--- src/rtl/lsu_pkg.sv ---
// lsu_pkg: mem_op width/sign codes shared with the decoder, LSU state encoding
package lsu_pkg;
    localparam logic [2:0] MEM_B  = 3'b000;
    localparam logic [2:0] MEM_H  = 3'b001;
    localparam logic [2:0] MEM_W  = 3'b010;
    localparam logic [2:0] MEM_BU = 3'b100;
    localparam logic [2:0] MEM_HU = 3'b101;

    typedef enum logic [1:0] {IDLE, REQ, WAIT, DONE} lsu_state_e;

    function automatic logic op_illegal(input logic [2:0] op, input logic [1:0] lo);
        return !(op inside {MEM_B, MEM_H, MEM_W, MEM_BU, MEM_HU}) ||
               ((op == MEM_H || op == MEM_HU) && lo[0]) ||
               (op == MEM_W && lo != 2'b00);
    endfunction
endpackage

--- src/rtl/lsu_align.sv ---
// lsu_align: store strobe/lane replication and load lane extract with sign/zero extension
module lsu_align
    import lsu_pkg::*;
(
    input  logic [2:0]  op,
    input  logic [1:0]  lo,
    input  logic [31:0] wdata,
    input  logic [31:0] word,
    output logic [3:0]  wstrb,
    output logic [31:0] wdata_rep,
    output logic [31:0] load_data
);
    logic [31:0] sh;
    always_comb begin
        sh        = word >> {lo, 3'b000};
        // op[1:0] selects size: 00 byte, 01 half, 10 word
        wstrb     = op[1:0] == 2'b00 ? 4'b0001 << lo :
                    op[1:0] == 2'b01 ? 4'b0011 << lo : 4'b1111;
        wdata_rep = op[1:0] == 2'b00 ? {4{wdata[7:0]}} :
                    op[1:0] == 2'b01 ? {2{wdata[15:0]}} : wdata;
        load_data = op == MEM_B  ? {{24{sh[7]}}, sh[7:0]} :
                    op == MEM_H  ? {{16{sh[15]}}, sh[15:0]} :
                    op == MEM_BU ? {24'b0, sh[7:0]} :
                    op == MEM_HU ? {16'b0, sh[15:0]} : word;
    end
endmodule

--- src/rtl/lsu.sv ---
// lsu: single-outstanding load/store unit between EXU and WBU
module lsu
    import lsu_pkg::*;
#(
    parameter int ADDR_W = 32,
    parameter int DATA_W = 32
) (
    input  logic              clk,
    input  logic              rst,
    input  logic              in_valid,
    output logic              in_ready,
    input  logic              mem_rd_en,
    input  logic              mem_wr_en,
    input  logic [2:0]        mem_op,
    input  logic [ADDR_W-1:0] addr,
    input  logic [DATA_W-1:0] wdata,
    output logic              out_valid,
    input  logic              out_ready,
    output logic [DATA_W-1:0] rdata,
    output logic              err,
    output logic              req_valid,
    input  logic              req_ready,
    output logic              req_wen,
    output logic [ADDR_W-1:0] req_addr,
    output logic [DATA_W-1:0] req_wdata,
    output logic [3:0]        req_wstrb,
    input  logic              resp_valid,
    output logic              resp_ready,
    input  logic [DATA_W-1:0] resp_rdata,
    input  logic              resp_err
);
    lsu_state_e        state, state_nxt;
    logic [2:0]        op_q;
    logic [ADDR_W-1:0] addr_q;
    logic [DATA_W-1:0] wdata_q, wdata_rep, load_data;
    logic [3:0]        strb;
    logic              wen_q, accept, noop, bad;

    assign accept = in_valid && in_ready;
    assign noop   = !mem_rd_en && !mem_wr_en;
    // mem_op is only meaningful when an access is actually requested
    assign bad    = !noop && ((mem_rd_en && mem_wr_en) || op_illegal(mem_op, addr[1:0]));

    always_ff @(posedge clk or negedge rst) begin
        if (!rst) state <= IDLE;
        else      state <= state_nxt;
    end

    always_comb begin
        state_nxt = state == IDLE ? (accept ? (bad || noop ? DONE : REQ) : IDLE) :
                    state == REQ  ? (req_ready ? WAIT : REQ) :
                    state == WAIT ? (resp_valid ? DONE : WAIT) :
                                    (out_ready ? IDLE : DONE);
    end

    always_comb begin
        in_ready   = state == IDLE;
        req_valid  = state == REQ;
        resp_ready = state == WAIT;
        out_valid  = state == DONE;
    end

    always_ff @(posedge clk or negedge rst) begin
        if (!rst) begin
            op_q    <= '0;
            addr_q  <= '0;
            wdata_q <= '0;
            wen_q   <= 1'b0;
            rdata   <= '0;
            err     <= 1'b0;
        end else if (accept) begin
            op_q    <= mem_op;
            addr_q  <= addr;
            wdata_q <= wdata;
            wen_q   <= mem_wr_en;
            rdata   <= '0;
            err     <= bad;
        end else if (resp_ready && resp_valid) begin
            rdata   <= resp_err || wen_q ? '0 : load_data;
            err     <= resp_err;
        end
    end

    lsu_align u_align (
        .op        (op_q),
        .lo        (addr_q[1:0]),
        .wdata     (wdata_q),
        .word      (resp_rdata),
        .wstrb     (strb),
        .wdata_rep (wdata_rep),
        .load_data (load_data)
    );

    assign req_wen   = wen_q;
    assign req_addr  = {addr_q[ADDR_W-1:2], 2'b00};
    assign req_wdata = wdata_rep;
    assign req_wstrb = wen_q ? strb : 4'b0000;
endmodule

--- config.mk ---
export PLATFORM = sky130hd
export DESIGN_NAME = lsu
export DESIGN_NICKNAME = d
export VERILOG_FILES = /design/src/rtl/lsu_pkg.sv /design/src/rtl/lsu_align.sv /design/src/rtl/lsu.sv
export SDC_FILE = /design/constraint.sdc
export NUM_CORES = 1
export LEC_CHECK = 0
export CORE_AREA = 2 2 137 99
export DETAILED_ROUTE_END_ITERATION = 10
export DIE_AREA = 0 0 139 101
export PLACE_DENSITY = 0.79
export SYNTH_ARGS = -nofsm -noshare
export SYNTH_HDL_FRONTEND = slang
export SYNTH_SLANG_ARGS = --single-unit
export TNS_END_PERCENT = 50
--- constraint.sdc ---
create_clock -name clk -period 1.9 [get_ports clk]
set_clock_uncertainty 0.05 [all_clocks]
set_input_delay 0.19 -clock clk [delete_from_list [all_inputs] [get_ports clk]]
set_output_delay 0.19 -clock clk [all_outputs]
set_load 0.01 [all_outputs]
==> metrics.md <==
| Metric | Value |
|---|---|
| Required time of the critical path | ~1.7 ns |
| Ys async rst share | 1.00 |
| Type of the worst min-delay path | in -> async |
| Design area | ~8000 µm² |
| Placed cell areas | 7530 µm² |
| Largest net degree at the start of global routing | 45 |
| Max stage delay on crit path | roughly 0.47 ns |
| Crit path cell chain | nor2_4, buf_6, buf_4, mux2_2, clkbuf_2 |
| Critical path buffers and inverters | 3 |
| Worst skew pair latency | around 0.33 ns |
| CTS tree | built |
| Final hold vios | 0 |
| Worst slack at placement | -0.0673 ns |
| Final min period | between 1.5 and 2 ns |
| Initial antenna violation count | 0 |
| CORE AREA | about 13000 µm² |
| Slew headroom | 0.500 |
| Main synth FF type | dfrtp_1 |
| Die Wd | ~140 µm |
| Fraction of layout cells with a size suffix above 1 | 0.272 |
| RSZ-0062 raised after global routing | true |
| Final Core Density | 0.622 |
| Post-Synthesis Cell Area | between 5000 and 6000 µm² |
| DRT Pass-1 Iters | 5 |
| Num rows | 35 |
| Crit path kind | reg -> out |
| Most frequent cells in the layout | 181 x clkdlybuf4s50_1, 102 x dfrtp_1, 83 x mux2_2 |
| Worst path top cell family by delay | flip-flops |
| Final setup violation count | 0 |
| Die Y-Extent | approximately 100 µm |
| Worst EP arrival | between 1.5 and 2 ns |
| Max Fclk | roughly 530 MHz |
| Gr usage total | 0.211 |
| Reg2Reg Setup Slack | roughly 0.050 ns |
| Post-route ant nets | 0 |
| Kind of end point of the critical path | primary output |
| Diodes inserted | 0 |
| DIE AREA | between 10000 and 15000 µm² |
| Number of synthesized flops with an enable pin | 0 |
| First-pass GRT wire length | between 20 and 25 mm |
| Synthesized area per cell | about 11 µm² |
| Max cap viols | 0 |
| Gr ovfl total | 0 |
| Unique masters post-synth | between 40 and 50 |
| First DRT Iteration DRCs | 262 |
| Worst path slowest cell | dfrtp_2 |
| Maximum vdd drop | a little under 0.0009 V |
| Slew Viols, Final | 0 |
| PwrDens | approximately 1700 nW/µm² |
| Vias post-DR | roughly 4500 |
| Most common cell after layout, fill and taps aside | clkdlybuf4s50_1 |
| Register area share after synthesis | 0.472 |
| Mapped Cells | approximately 480 |
| Maximum clock insertion buffer count | 2 |
| Synth-to-layout area growth | 45.8% |
| TritonCTS Buffers | 9 |
| Clock Tree Root | clkbuf_16 |
| IO Pins | 214 |
| Status | complete, no violations |
| Initial Util | 0.427 |
| Setup WS post-layout | ~0.020 ns |
| Yosys reg bits | 103 |
| IO Port Bufs | 211 |
| Static Leakage | around 3.4 nW |
| Crit path launch type | flop |
| Period utilisation layout | 0.989 |
| Setup Total Neg Slack | 0 ns |
| Syn. warnings | 0 |
| H-tree lvl count | 3 |
| Post-route DRC violation count | 0 |
| Dpl hpwl | between 10 and 15 mm |
| Worst-Margin Slew | roughly 0.75 ns |
| WHS | between 0.3 and 0.4 ns |
| Vias per cell | 5.29 |
| Clk sinks | between 100 and 150 |
| Vias in the first global route | approximately 4400 |
| Routed WL | roughly 15 mm |
| Worst Path Max Fanout | 7 |
| Clk slew on worst S/H paths | roughly 0.070 ns |
| Final Wtd Congestion | 0.872 |
| Avg WL per Cell | roughly 18 µm |
| Nets@finish | a little under 800 |
-- final cells by class --
| class | instances | area [µm²] |
|---|---|---|
| clock buffer | 9 | 225 |
| clock inverter | 7 | 61.3 |
| fill | 1022 | 4830 |
| inverter | 10 | 37.5 |
| multi-input combinational | 300 | 2400 |
| sequential | 103 | 2580 |
| tap | 166 | 208 |
| timing repair buffer | 250 | 2440 |
-- routing by layer --
layer / up-vias / track usage / share of wire / routed length [µm]
met1: 2167 / 0.276 / 0.43 / 6550
li1: 2058 / - / - / -
met5: - / 0 / 0 / 0
met3: 18 / 0.0803 / 0.11 / 1620
met4: 0 / 0.0420 / 0.0093 / 142
met2: 225 / 0.338 / 0.46 / 7020
-- stage by stage --
stage | total power [mW] | instances
after floorplan | 8.44 | 484
after global placement | 11.6 | 815
after detailed placement | 11.8 | 815
after CTS | 13.4 | 833
after global routing | 14.4 | 845
final | 13.5 | 845
-- power breakdown --
part / switching, mW / leakage [nW] / internal, mW / total, mW
combinational: 3.46 / 2.03 / 4.20 / 7.67
clock: 0.866 / 0.140 / 0.918 / 1.78
sequential: 0.790 / 1.28 / 3.28 / 4.07
total: 5.12 / 3.45 / 8.40 / 13.5
-- cells by family after synthesis --
group	synth area share
other	0.000687
and+or+nand+nor	0.0748
adders and majority gates	0.00917
buffers and inverters	0.0975
AOI/OAI and AO/OA	0.140
xor gates and xnor gates	0.00161
muxes	0.204
DFF	0.472
-- cells in the mapped netlist (3+ instances only) --
library cell / instances / share of area
a21boi_0: 3 / 0.0041
a21oi_1: 4 / 0.0037
a22oi_1: 23 / 0.032
a32o_1: 6 / 0.011
buf_2: 8 / 0.0073
buf_4: 49 / 0.067
buf_6: 4 / 0.0083
clkbuf_1: 11 / 0.0076
dfrtp_1: 103 / 0.47
ha_1: 4 / 0.0092
inv_1: 9 / 0.0062
mux2_2: 82 / 0.17
mux2i_1: 18 / 0.033
nand2_1: 52 / 0.036
nand2b_1: 8 / 0.0092
nor2_1: 9 / 0.0062
nor2b_1: 4 / 0.0046
o21ai_0: 25 / 0.023
o21ai_2: 20 / 0.032
o221ai_1: 6 / 0.0096
o22ai_1: 6 / 0.0069
-- path summary, 6_finish.rpt --
check	start	end	depth (start not counted)
min in group clk	mem_op[1]	op_q[1]	3
min	rst	wdata_q[17]	2
min reg2reg	rdata[5]	rdata[5]	2
max	op_q[1]	req_wdata[9]	5
max reg2reg	addr_q[1]	rdata[12]	6
max in group asynchronous	rst	op_q[1]	3
-- flip-flops by register name (all words and copies together), names as in the netlist --
signal	flops
addr_q	32
err	1
op_q	3
rdata	32
req_wen	1
state	2
wdata_q	32
-- timing repair --
item	in CTS	in global routing
hold buffers	1	0
pin swaps	1	1
setup buffers	1	11
gates resized for setup	34	40
setup endpoints to repair	43	42
endpoints found under the hold margin	37	0
gates cloned	0	1
(Power assumes the default switching activity.)
